File: src/rtl/apb_master_pkg.sv
// apb_master_pkg: shared types and constants for the APB master bridge.
// Holds the bridge FSM state encoding and the register map of the I2C subsystem completer.
package apb_master_pkg;

    typedef enum logic [1:0] {
        IDLE,
        SETUP,
        ACCESS,
        RESP
    } state_t;

    localparam logic [31:0] ADDR_TX_FIFO = 32'h0;
    localparam logic [31:0] ADDR_RX_FIFO = 32'h4;
    localparam logic [31:0] ADDR_CONFIG  = 32'h8;
    localparam logic [31:0] ADDR_TIMEOUT = 32'hC;

endpackage

File: src/rtl/apb_master_bridge_if.sv
// apb_master_bridge_if: command, response and APB bus signals of the APB master bridge.
// Modports:
//   master - the bridge: it consumes commands, produces responses and drives the APB requester side.
//   slave  - the environment: the command source, the response sink and the APB completer.
interface apb_master_bridge_if #(
    parameter int ADDR_W = 32,
    parameter int DATA_W = 32
);
    logic              CMD_VALID;
    logic              CMD_READY;
    logic              CMD_WRITE;
    logic [ADDR_W-1:0] CMD_ADDR;
    logic [DATA_W-1:0] CMD_WDATA;
    logic              RSP_VALID;
    logic              RSP_READY;
    logic [DATA_W-1:0] RSP_RDATA;
    logic              RSP_SLVERR;
    logic              RSP_TIMEOUT;
    logic              PSELx;
    logic              PENABLE;
    logic              PWRITE;
    logic [ADDR_W-1:0] PADDR;
    logic [DATA_W-1:0] PWDATA;
    logic [DATA_W-1:0] PRDATA;
    logic              PREADY;
    logic              PSLVERR;

    modport master (
        input  CMD_VALID, CMD_WRITE, CMD_ADDR, CMD_WDATA, RSP_READY, PRDATA, PREADY, PSLVERR,
        output CMD_READY, RSP_VALID, RSP_RDATA, RSP_SLVERR, RSP_TIMEOUT,
               PSELx, PENABLE, PWRITE, PADDR, PWDATA
    );

    modport slave (
        output CMD_VALID, CMD_WRITE, CMD_ADDR, CMD_WDATA, RSP_READY, PRDATA, PREADY, PSLVERR,
        input  CMD_READY, RSP_VALID, RSP_RDATA, RSP_SLVERR, RSP_TIMEOUT,
               PSELx, PENABLE, PWRITE, PADDR, PWDATA
    );

endinterface

File: src/rtl/apb_master_wdog.sv
// apb_master_wdog: counts ACCESS wait cycles and flags the one that hits the limit.
// Ports: clk, rst (sync, active-high), clr (restart count), en (a wait cycle),
//        expired (this wait cycle is the TIMEOUT_CYCLES-th one).
module apb_master_wdog #(
    parameter int TIMEOUT_CYCLES = 16
) (
    input  logic clk,
    input  logic rst,
    input  logic clr,
    input  logic en,
    output logic expired
);
    localparam int W = $clog2(TIMEOUT_CYCLES + 1);

    logic [W-1:0] cnt;

    always_ff @(posedge clk)
        cnt <= (rst || clr) ? '0 : en ? cnt + W'(1) : cnt;

    // Fires combinationally on the wait cycle that would bring the count to the limit,
    // so the abort lands on the same edge as that cycle's PREADY sample.
    assign expired = en && (cnt == W'(TIMEOUT_CYCLES - 1));

endmodule

File: src/rtl/apb_master_bridge.sv
// apb_master_bridge: APB requester turning single-beat valid/ready commands into APB transfers.
// Ports: PCLK (rising edge), PRESET (sync, active-high), bus (apb_master_bridge_if.master)
//        carrying the command port, the response port and the APB requester signals.
// Build option: define APB_MASTER_TIMEOUT_EN to abort ACCESS after TIMEOUT_CYCLES wait cycles.
module apb_master_bridge
    import apb_master_pkg::*;
#(
    parameter int ADDR_W         = 32,
    parameter int DATA_W         = 32,
    parameter int TIMEOUT_CYCLES = 16
) (
    input  logic                PCLK,
    input  logic                PRESET,
    apb_master_bridge_if.master bus
);
    state_t state;
    logic   expired;

    if (TIMEOUT_CYCLES < 1) begin : g_bad_timeout
        $error("apb_master_bridge: TIMEOUT_CYCLES must be at least 1");
    end

`ifdef APB_MASTER_TIMEOUT_EN
    apb_master_wdog #(.TIMEOUT_CYCLES(TIMEOUT_CYCLES)) u_wdog (
        .clk    (PCLK),
        .rst    (PRESET),
        .clr    (state == SETUP),
        .en     (state == ACCESS && !bus.PREADY),
        .expired(expired)
    );
`else
    assign expired = 1'b0;
`endif

    always_ff @(posedge PCLK) begin
        if (PRESET) begin
            state           <= IDLE;
            bus.CMD_READY   <= 1'b0;
            bus.RSP_VALID   <= 1'b0;
            bus.RSP_RDATA   <= DATA_W'(0);
            bus.RSP_SLVERR  <= 1'b0;
            bus.RSP_TIMEOUT <= 1'b0;
            bus.PSELx       <= 1'b0;
            bus.PENABLE     <= 1'b0;
            bus.PWRITE      <= 1'b0;
            bus.PADDR       <= ADDR_W'(0);
            bus.PWDATA      <= DATA_W'(0);
        end else begin
            unique case (state)
                // CMD_READY comes out of reset low, so it is raised one cycle before the first accept.
                IDLE: if (bus.CMD_VALID && bus.CMD_READY) begin
                    bus.CMD_READY <= 1'b0;
                    bus.PSELx     <= 1'b1;
                    bus.PWRITE    <= bus.CMD_WRITE;
                    bus.PADDR     <= bus.CMD_ADDR;
                    bus.PWDATA    <= bus.CMD_WDATA;
                    state         <= SETUP;
                end else begin
                    bus.CMD_READY <= 1'b1;
                end
                SETUP: begin
                    bus.PENABLE <= 1'b1;
                    state       <= ACCESS;
                end
                // A watchdog abort is the only way to leave ACCESS with PREADY low.
                ACCESS: if (bus.PREADY || expired) begin
                    bus.PSELx       <= 1'b0;
                    bus.PENABLE     <= 1'b0;
                    bus.RSP_VALID   <= 1'b1;
                    bus.RSP_RDATA   <= (bus.PWRITE || !bus.PREADY) ? DATA_W'(0) : bus.PRDATA;
                    bus.RSP_SLVERR  <= !bus.PREADY || bus.PSLVERR;
                    bus.RSP_TIMEOUT <= !bus.PREADY;
                    state           <= RESP;
                end
                RESP: if (bus.RSP_READY) begin
                    bus.RSP_VALID <= 1'b0;
                    bus.CMD_READY <= 1'b1;
                    state         <= IDLE;
                end
                default: state <= IDLE;
            endcase
        end
    end

endmodule

File: src/flat_wrapper.sv
// flat-port wrapper written by rule: the top's interface ports become plain ports
module apb_master_bridge_flat import apb_master_pkg::*;
#(
    parameter int ADDR_W         = 32,
    parameter int DATA_W         = 32,
    parameter int TIMEOUT_CYCLES = 16
)
  (PCLK, PRESET, bus_CMD_VALID, bus_CMD_WRITE, bus_CMD_ADDR, bus_CMD_WDATA, bus_RSP_READY, bus_PRDATA, bus_PREADY, bus_PSLVERR, bus_CMD_READY, bus_RSP_VALID, bus_RSP_RDATA, bus_RSP_SLVERR, bus_RSP_TIMEOUT, bus_PSELx, bus_PENABLE, bus_PWRITE, bus_PADDR, bus_PWDATA);
  apb_master_bridge_if #(.ADDR_W(ADDR_W), .DATA_W(DATA_W)) bus_i ();
  input  logic PCLK;
  input  logic PRESET;
  input wire logic [$bits(bus_i.CMD_VALID)-1:0] bus_CMD_VALID;
  input wire logic [$bits(bus_i.CMD_WRITE)-1:0] bus_CMD_WRITE;
  input wire logic [$bits(bus_i.CMD_ADDR)-1:0] bus_CMD_ADDR;
  input wire logic [$bits(bus_i.CMD_WDATA)-1:0] bus_CMD_WDATA;
  input wire logic [$bits(bus_i.RSP_READY)-1:0] bus_RSP_READY;
  input wire logic [$bits(bus_i.PRDATA)-1:0] bus_PRDATA;
  input wire logic [$bits(bus_i.PREADY)-1:0] bus_PREADY;
  input wire logic [$bits(bus_i.PSLVERR)-1:0] bus_PSLVERR;
  output wire logic [$bits(bus_i.CMD_READY)-1:0] bus_CMD_READY;
  output wire logic [$bits(bus_i.RSP_VALID)-1:0] bus_RSP_VALID;
  output wire logic [$bits(bus_i.RSP_RDATA)-1:0] bus_RSP_RDATA;
  output wire logic [$bits(bus_i.RSP_SLVERR)-1:0] bus_RSP_SLVERR;
  output wire logic [$bits(bus_i.RSP_TIMEOUT)-1:0] bus_RSP_TIMEOUT;
  output wire logic [$bits(bus_i.PSELx)-1:0] bus_PSELx;
  output wire logic [$bits(bus_i.PENABLE)-1:0] bus_PENABLE;
  output wire logic [$bits(bus_i.PWRITE)-1:0] bus_PWRITE;
  output wire logic [$bits(bus_i.PADDR)-1:0] bus_PADDR;
  output wire logic [$bits(bus_i.PWDATA)-1:0] bus_PWDATA;
  assign bus_i.CMD_VALID = bus_CMD_VALID;
  assign bus_i.CMD_WRITE = bus_CMD_WRITE;
  assign bus_i.CMD_ADDR = bus_CMD_ADDR;
  assign bus_i.CMD_WDATA = bus_CMD_WDATA;
  assign bus_i.RSP_READY = bus_RSP_READY;
  assign bus_i.PRDATA = bus_PRDATA;
  assign bus_i.PREADY = bus_PREADY;
  assign bus_i.PSLVERR = bus_PSLVERR;
  assign bus_CMD_READY = bus_i.CMD_READY;
  assign bus_RSP_VALID = bus_i.RSP_VALID;
  assign bus_RSP_RDATA = bus_i.RSP_RDATA;
  assign bus_RSP_SLVERR = bus_i.RSP_SLVERR;
  assign bus_RSP_TIMEOUT = bus_i.RSP_TIMEOUT;
  assign bus_PSELx = bus_i.PSELx;
  assign bus_PENABLE = bus_i.PENABLE;
  assign bus_PWRITE = bus_i.PWRITE;
  assign bus_PADDR = bus_i.PADDR;
  assign bus_PWDATA = bus_i.PWDATA;
  apb_master_bridge #(.ADDR_W(ADDR_W), .DATA_W(DATA_W), .TIMEOUT_CYCLES(TIMEOUT_CYCLES)) u_core (.PCLK(PCLK), .PRESET(PRESET), .bus(bus_i));
endmodule
File: config.mk
export PLATFORM = sky130hd
export DESIGN_NAME = apb_master_bridge_flat
export DESIGN_NICKNAME = d
export VERILOG_FILES = /design/src/rtl/apb_master_pkg.sv /design/src/rtl/apb_master_bridge_if.sv /design/src/rtl/apb_master_wdog.sv /design/src/rtl/apb_master_bridge.sv /design/src/flat_wrapper.sv
export SDC_FILE = /design/constraint.sdc
export NUM_CORES = 1
export LEC_CHECK = 0
export BUFFER_PORTS_ARGS = -buffer_cell sky130_fd_sc_hd__clkbuf_2
export CAP_MARGIN = 0
export CORE_MARGIN = 2
export CORE_UTILIZATION = 47
export DETAILED_ROUTE_END_ITERATION = 6
export PLACE_DENSITY_LB_ADDON = 0.25
export SYNTH_ARGS = -nofsm -noshare
export SYNTH_HDL_FRONTEND = slang
export SYNTH_SLANG_ARGS = --single-unit
File: constraint.sdc
create_clock -name PCLK -period 3.34 [get_ports PCLK]
set_input_delay 0.167 -clock PCLK [delete_from_list [all_inputs] [get_ports PCLK]]
set_output_delay 0.167 -clock PCLK [all_outputs]
set_load 0.1 [all_outputs]
==> impl_metrics.toml, run 1 <==
[yosys]
syn_area_um2 = 3670
synth.avg_cell_area_um2 = 8.99
synthTopCellsByArea = "dfxtp_1 57%, nand2_1 14%, a21oi_1 10%"
synth_cell_type_count = 28
netlist.area_leader.share_pct = 57.3
syn-num-nets = 516
yosys_warnings = 0
ys_ff_latch = 105
yosys.area.top_type = "dfxtp_1"
syn_inst = 408
yosysSeqAreaShare_pct = 57.3

[clock_network]
cts-root-buf = "clkbuf_8"
htreeDepth = 3
clockBufferDepth = 2
post_cts_buffers = 0
clk_pin_slew_ns = 0.10
hold_buffers = 0
ctsResizeCount = 0
clkSinkCount = 105
cts_tree = "built"
insertion_delay_ns = 0.35
cts_made_buffers = 9

[detailed_routing]
drc_errors = 0
wl_per_cell_um = 12.9
vias_per_cell = 4.88
initialDrtViolationCount = 86
antenna_left = 0
drt_first_pass_iters = 4
vias = 3456
routed_wl_um = 9110

[power]
p_leak_nw = 2.31
p_per_area_nw_per_um2 = 897
irDropWorstVdd_mv = 0.431

[global_route]
grt_first_pass_wirelength_um = 14100
antenna_found_initial = 0
overflow = 0
grt-busiest-layer = "met2"
grt_use_total_pct = 20.5
met2_usage_pct = 36.0
use_met1_pct = 22.4
grtUsageMet3_pct = 8.22
grt_pass1_vias = 3132
grt_max_degree = 64

[placed_design]
gp_congestion = 0.741
dpl_cell_area_um2 = 4730
place.detailed.hpwl_um = 6790
dp.cells = 693
portBuffers = 205

[floorplan]
coreArea_um2 = 7650
die_height_um = 92.3
die-area_um2 = 8520
die_w_um = 92.3
start_util_pct = 47.9
rows = 32
io_pins = 206

[finish]
design_area_um2 = 4960
antennaDiodeCount = 0
syn_to_final_growth_pct = 35.2
drive_gt1_share_pct = 38.9
fin_cells = 708
finalNetCount = 710

[timing]
fin_crit_sh_pct = 63.2
clock_skew_ns = 0.0103
finalCriticalPeriod_ns = 2.11
finalSetupViolations = 0
worst_hold_slack_ns = 0.0228
max_freq_ghz = 0.473
timing.setup.tns_ns = 0
tightest_slew_ns = 0.658
rsz0062_at_grt = "false"
slew_violations = 0
finalHoldViolations = 0
relSlewSlack_pct = 56.1

[critical_path]
required_ns = 3.64
rr_startpoint = "u_core.state[0]"
worstSetupEndpointType = "flip-flop"
critPathKind = "flip-flop to flip-flop"
r2r_cells = 6
crit_fanout = 23
start_kind = "flip-flop"
reg2reg_setup_slack_ns = 1.23
arrival_ns = 2.41
reg2reg_to = "u_core.bus.RSP_RDATA[5]"

[hold_path]
holdPathStages = 3
min-delay-start = "bus_CMD_WDATA[19]"
min_path_type = "input port to flip-flop"
min_to = "u_core.bus.PWDATA[19]"

[flow_run]
drv_cap = 0

[status]
status = "finished, final reports clean"
==> synth_stat cells <==
library cell,number
o21a_1,1
nor2_1,2
nand4b_1,2
inv_1,2
nand2b_1,5
and2_1,1
a21boi_0,1
a22o_1,30
ha_1,5
clkbuf_1,10
nor3_2,1
buf_2,9
mux2i_1,1
nor2b_2,1
buf_4,9
dfxtp_1,105
or3_4,1
nand3_1,3
nor3_1,3
a211oi_2,1
a41o_1,1
a21oi_1,73
or2_2,2
nand2_1,134
and3_1,1
nor2b_1,2
buf_1,1
o31ai_1,1
==> power by group <==
| group | internal (mW) | switching (mW) | total (mW) | leakage (nW) |
|---|---|---|---|---|
| logic | 0.366 | 1.68 | 2.05 | 1.35 |
| clock network | 0.460 | 0.401 | 0.862 | 0.112 |
| registers | 1.43 | 0.103 | 1.54 | 0.852 |
| total | 2.26 | 2.19 | 4.45 | 2.31 |
==> how the worst max path moves through the flow <==
stage / from / end / slack (ns) / cells after the start
5_1_grt: u_core.state[0] / u_core.bus.RSP_RDATA[12] / 1.00 / 6
2_1_floorplan: u_core.bus.CMD_READY / u_core.state[0] / 1.42 / 3
3_3_place_gp: u_core.state[0] / u_core.bus.PWDATA[14] / 1.34 / 6
3_5_place_dp: u_core.state[0] / u_core.bus.RSP_RDATA[18] / 1.24 / 6
4_1_cts: u_core.state[0] / u_core.bus.RSP_RDATA[18] / 1.21 / 6
6_report: u_core.state[0] / u_core.bus.RSP_RDATA[5] / 1.23 / 6
==> cells in the final DEF (no fill, tap or decap), types with 3 or more instances in the layout <==
cell,Yosys,routed
clkbuf_2,0,205
clkbuf_8,0,11
ha_1,5,5
dfxtp_1,105,105
a22o_1,30,30
nand2b_1,5,5
nor3_1,3,3
nand2_1,134,134
buf_4,9,7
a21oi_1,73,72
==> worst max-delay path, cell delays in order, from the launching register on <==
cell,delay [ns]
dfxtp_1,0.35
inv_1,0.12
ha_1,0.43
nand2_1,0.20
nor3_2,0.42
buf_4,0.36
a22o_1,0.19
==> sequential cells by signal, summed over array words and instances (netlist names) <==
register	cells
u_core.bus.PWDATA	32
u_core.bus.PADDR	32
u_core.bus.RSP_SLVERR	1
u_core.bus.RSP_TIMEOUT	1
u_core.state	2
u_core.bus.CMD_READY	1
u_core.bus.PENABLE	1
u_core.bus.RSP_VALID	1
u_core.bus.RSP_RDATA	32
u_core.bus.PWRITE	1
u_core.bus.PSELx	1
==> final cells by class <==
cell class | instances | area (um2)
Clock buffer | 11 | 151
Clock inverter | 4 | 76.3
Fill cell | 670 | 2690
Inverter | 2 | 7.51
Multi-Input combinational cell | 272 | 1410
Sequential cell | 105 | 2100
Tap cell | 102 | 128
Timing Repair Buffer | 212 | 1080
==> per-stage QoR <==
step	utilization [%]	total power [mW]	worst slack (ns)
floorplan	-	3.29	1.42
global placement	61.8	3.59	1.34
detailed placement	61.8	3.63	1.24
CTS	64.8	4.49	1.21
global route	64.8	4.64	1.00
finish	64.8	4.45	1.23
==> cells by family after synthesis <==
family          count (synthesis)  share of synthesized area, %
compound gates                108                          18.4
buf+inv                        31                          4.40
mux                             1                         0.273
simple gates                  158                          17.9
flops                         105                          57.3
fa+ha+maj                       5                          1.71
==> per-layer routing <==
metal / wire length (um) / vias to the layer above
met5: 0 / -
met1: 3620 / 1541
met4: 159 / 0
met2: 4420 / 148
li1: - / 1749
met3: 915 / 18
No activity file was read; power rests on OpenSTA's default activity.
==> run 2: changes to the inputs <==
CORE_UTILIZATION = 39   (was 47)
clock period = 1.85 ns   (was 3.34 ns; I/O delays follow)
==> run 2 against run 1 <==
Compared with the run above: flip-flop and latch count did not move; combinational power rose by 94%; first-iteration DRC count rose by 38%; non-clock buffer count rose by 101; clock power rose by 64%; die area rose by 20%; sequential share of layout area fell by 7.3 points; fmax rose by 21%; via count rose by 15%; critical endpoint is now u_core.state[0].
==> impl_metrics.toml, run 2 (same netlist as run 1, synthesis figures left out) <==
[status]
status = "finished, final reports clean"

[critical_path]
rr_startpoint = "u_core.state[0]"
arrival_ns = 2.00
r2r_cells = 6
start_kind = "flip-flop"
crit_fanout = 12
critPathKind = "flip-flop to flip-flop"
required_ns = 2.11
reg2reg_setup_slack_ns = 0.11
reg2reg_to = "u_core.state[0]"
worstSetupEndpointType = "flip-flop"

[floorplan]
die_height_um = 101
coreArea_um2 = 9200
die-area_um2 = 10200
start_util_pct = 39.9
io_pins = 206
die_w_um = 101
rows = 35

[finish]
antennaDiodeCount = 0
syn_to_final_growth_pct = 63.6
drive_gt1_share_pct = 34.1
final_cell_mix = "205 x clkbuf_2, 134 x nand2_1, 103 x dfxtp_1"
final_common_cell = "clkbuf_2"
fin_cells = 818
reg_top3 = "u_core.bus.PADDR (32), u_core.bus.PWDATA (32), u_core.bus.RSP_RDATA (32)"
finalNetCount = 812

[timing]
worst_hold_slack_ns = 0.114
finalSetupViolations = 0
rsz0062_at_grt = "false"
finalHoldViolations = 0
slew_violations = 0
tightest_slew_ns = 0.629
fin_crit_sh_pct = 94.1
relSlewSlack_pct = 57.9
max_freq_ghz = 0.574
clock_skew_ns = 0.00812
finalCriticalPeriod_ns = 1.74

[global_route]
antenna_found_initial = 1
grt_first_pass_wirelength_um = 17900
grt_use_total_pct = 21.9
grt_max_degree = 56
overflow = 0
grt_pass1_vias = 3878

[hold_path]
min_to = "u_core.bus.RSP_SLVERR"
min_path_type = "input port to flip-flop"
holdPathStages = 3
min-delay-start = "bus_PREADY"

[detailed_routing]
wl_per_cell_um = 14.0
routed_wl_um = 11500
initialDrtViolationCount = 119
vias_per_cell = 4.86
antenna_left = 0
vias = 3975
drt_first_pass_iters = 5
drc_errors = 0

[flow_run]
drv_cap = 0

[power]
irDropWorstVdd_mv = 0.622
p_leak_nw = 2.73
p_per_area_nw_per_um2 = 1370

[placed_design]
place.detailed.hpwl_um = 6800
gp_congestion = 0.759
portBuffers = 205
dp.cells = 705

[clock_network]
clockBufferDepth = 2
htreeDepth = 3
cts_tree = "built"
cts-root-buf = "clkbuf_8"
insertion_delay_ns = 0.35
clkSinkCount = 105
cts_made_buffers = 9
clk_pin_slew_ns = 0.09
[run 2: power breakdown]
group / leakage [nW] / switching, mW / internal, mW / total, mW
Combinational: 1.78 / 3.12 / 0.863 / 3.98
Sequential: 0.853 / 0.204 / 2.60 / 2.80
Clock: 0.0909 / 0.759 / 0.654 / 1.41
Total: 2.73 / 4.08 / 4.11 / 8.20
[run 2: final cells by class]
cell class	count	area (um2)
clock buffer	10	138
clock inverter	4	53.8
fill	769	3200
inverter	2	7.51
multi-input combinational	273	1440
sequential	105	2100
tap	111	139
timing repair buffer	313	2120
[run 2: worst max-delay path, stage by stage, from the launching register on]
cell and delay (ns):
dfxtp_2 0.37, inv_1 0.09, ha_1 0.22, buf_4 0.18, nor2b_2 0.16, or3_4 0.40, a211oi_2 0.23
[run 2: routing by layer]
| layer | GRT usage [%] | wire (um) | part of all wire (%) | vias up |
|---|---|---|---|---|
| li1 | - | - | - | 1957 |
| met1 | 24.5 | 4570 | 40 | 1828 |
| met2 | 39.0 | 5710 | 50 | 162 |
| met3 | 6.31 | 898 | 7.8 | 26 |
| met4 | 8.84 | 282 | 2.5 | 2 |
| met5 | 0 | 13 | 0.11 | - |
[run 2: worst max path at each step]
stage / start / to / slack (ns)
after floorplan: u_core.bus.PWRITE / u_core.bus.RSP_RDATA[0] / 0.20
after global placement: u_core.state[0] / u_core.bus.RSP_RDATA[20] / 0.01
after detailed placement: u_core.state[0] / u_core.bus.RSP_RDATA[27] / -0.09
after CTS: u_core.state[0] / u_core.state[0] / 0.05
after global routing: u_core.state[0] / u_core.state[0] / 0.01
final: u_core.state[0] / u_core.state[0] / 0.11
[run 2: through the flow]
stage	utilization, %	setup TNS [ns]	cell area [um2]	setup WS [ns]	total power [mW]
floorplan	-	0	3670	0.200	5.95
global placement	52.3	0	4810	0.0126	6.58
detailed placement	52.3	-2.36	4810	-0.0890	6.64
CTS	65.2	0	6000	0.0473	8.22
global route	65.2	0	6000	0.0135	8.58
finish	65.2	0	6000	0.109	8.20
[run 2: what timing repair did]
action	CTS	global route
endpoints found under the hold margin	98	0
hold buffers	98	0
resized for setup	1	1
gates cloned	1	0
pin swaps	1	1
setup buffers	0	0
setup endpoints to repair	30	18
==> run 3: changes to the inputs <==
ABC_AREA = 1   (was default)
CORE_UTILIZATION = 40   (was 39)
==> run 3 against run 2 <==
Compared with the run above: clock power hardly changed; fmax is 2.1% higher; combinational power is 4% lower; worst setup slack better by 0.036 ns; critical path type unchanged; largest cell class is now sequential cells; largest power group unchanged.
==> impl_metrics.toml, run 3 <==
[critical_path]
r2r_cells = 7
critPathKind = "flip-flop to flip-flop"
worstSetupEndpointType = "flip-flop"
crit_fanout = 32
required_ns = 2.08
cpPeakStageDelay_ns = 0.39
arrival_ns = 1.94
slowest_stage = "dfxtp_1"
reg2reg_setup_slack_ns = 0.15
start_kind = "flip-flop"
crit_chain = "inv_1, ha_1, nand3_2, clkinv_2, buf_12, nand2_1, a21oi_1"

[placed_design]
place.detailed.hpwl_um = 7100
post-place-ws_ns = -0.106
dp.cells = 775
portBuffers = 205
gp_congestion = 0.798

[yosys]
yosysMostFrequentCell = "nand2_1"
synth_commonest_cells = "194 x nand2_1, 105 x dfxtp_1, 88 x a21oi_1"
synth_cell_type_count = 18
syn-num-nets = 592
syn_area_um2 = 3780
synth.avg_cell_area_um2 = 7.81
yosys.area.top_type = "dfxtp_1"
netlist.area_leader.share_pct = 55.6
synthTopCellsByArea = "dfxtp_1 56%, nand2_1 19%, a21oi_1 12%"
async_flop_share_pct = 0
yosysSeqAreaShare_pct = 55.6
ys_ff_latch = 105
yosys_warnings = 0
synth_edf_count = 0
syn_inst = 484
synthFlopType = "dfxtp_1"

[timing]
finalCriticalPeriod_ns = 1.70
relSlewSlack_pct = 55.1
tightest_slew_ns = 0.671
timing.setup.tns_ns = 0
rsz0062_at_grt = "false"
slew_violations = 0
finalSetupViolations = 0
fin_crit_sh_pct = 92.1
setup_slack_ns = 0.145
finalHoldViolations = 0
max_freq_ghz = 0.587
clock_skew_ns = 0.0125

[floorplan]
rows = 35
die-area_um2 = 10200
die_height_um = 101
die_w_um = 101
io_pins = 206
start_util_pct = 41.1
coreArea_um2 = 9200

[status]
status = "finished, final reports clean"

[finish]
antennaDiodeCount = 0
reg_top3 = "u_core.bus.PADDR (32), u_core.bus.PWDATA (32), u_core.bus.RSP_RDATA (32)"
final_common_cell = "clkbuf_2"
drive_gt1_share_pct = 29.7
final_cell_mix = "205 x clkbuf_2, 194 x nand2_1, 105 x dfxtp_1"
syn_to_final_growth_pct = 59.9
fin_cells = 888
finalNetCount = 880

[hold_path]
min_path_type = "input port to flip-flop"
holdPathStages = 3

[power]
irDropWorstVdd_mv = 0.686
total_power_mw = 7.97
p_leak_nw = 2.80
p_per_area_nw_per_um2 = 1320

[detailed_routing]
vias = 4237
routed_wl_um = 11800
drc_errors = 0
antenna_left = 0
wl_per_cell_um = 13.3
initialDrtViolationCount = 128
drt_first_pass_iters = 4
vias_per_cell = 4.77

[global_route]
grtUsageMet3_pct = 4.28
grt_pass1_vias = 3939
grt-busiest-layer = "met2"
overflow = 0
met2_usage_pct = 39.8
grt_max_degree = 67
use_met1_pct = 24.3
grt_first_pass_wirelength_um = 18000
antenna_found_initial = 0
grt_use_total_pct = 22.0

[clock_network]
clockBufferDepth = 2
htreeDepth = 3
post_cts_buffers = 0
clk_pin_slew_ns = 0.11
cts-root-buf = "clkbuf_8"
insertion_delay_ns = 0.36
cts_made_buffers = 9
clkSinkCount = 105
cts_tree = "built"

[flow_run]
drv_cap = 0
-- run 3: cell count changes after synthesis, sizes merged, moves of 4 or more --
cell and change:
a21oi +15, a22o -30, inv +11, nand2 +61
nand2b -5, nand3 +29, nor2 +6, nor3 -4
-- run 3: metal layers --
layer / up-vias / wire [um]
met4: 0 / 523
met3: 46 / 677
li1: 2124 / -
met5: - / 0
met1: 1901 / 4480
met2: 166 / 6160
-- run 3: worst paths after layout --
check,from,to
worst max-delay path,u_core.state[1],u_core.bus.PWDATA[5]
worst min-delay path,bus_CMD_WRITE,u_core.bus.PWRITE
worst max register to register,u_core.state[1],u_core.bus.PWDATA[5]
worst min register to register,u_core.bus.RSP_TIMEOUT,u_core.bus.RSP_TIMEOUT
-- run 3: cell type report --
| class | instances | area (um2) |
|---|---|---|
| repair buffers | 310 | 2090 |
| clock inverters | 5 | 65.1 |
| well taps | 111 | 139 |
| fillers | 774 | 3150 |
| clock buffers | 11 | 131 |
| flip-flops and latches | 105 | 2100 |
| inverters | 13 | 50.0 |
| multi-input cells | 333 | 1470 |
-- run 3: worst max-delay path, delay by kind of cell, from the launching register on --
kind                       cells  cell delay (ns)
and+or+nand+nor                2             0.22
AOI/OAI and AO/OA              1             0.08
buffers and inverters          3             0.62
DFF                            1             0.39
adders and majority gates      1             0.24
-- run 3: per-stage QoR --
stage	instance area [um2]	utilization [%]	hold slack, ns
3_5_place_dp	4880	53.0	0.316
5_1_grt	6050	65.8	0.00993
4_1_cts	6050	65.8	0.00427
3_3_place_gp	4880	53.0	0.309
2_1_floorplan	3780	-	0.224
6_report	6050	65.8	0.0140
-- run 3: logic make-up (layout without fill, tap and decap cells) --
kind of cell / Yosys count / in the layout / synth area share (%)
AO/OA/AOI/OAI: 91 / 91 / 12.0
adder cells (fa/ha/maj): 5 / 5 / 1.65
buffers and inverters: 46 / 339 / 5.76
AND/OR/NAND/NOR: 237 / 237 / 25.0
flip-flops: 105 / 105 / 55.6
-- run 3: what timing repair did --
item	in CTS	in global routing
hold buffers	97	0
gates resized for setup	1	1
endpoints found under the hold margin	97	0
gates cloned	0	0
endpoints found under the setup margin	31	1
-- run 3: power by group --
group / total [mW] / switching [mW] / internal [mW] / leakage, nW
clock network: 1.42 / 0.780 / 0.640 / 0.0917
registers: 2.75 / 0.173 / 2.57 / 0.852
logic: 3.81 / 3.03 / 0.779 / 1.85
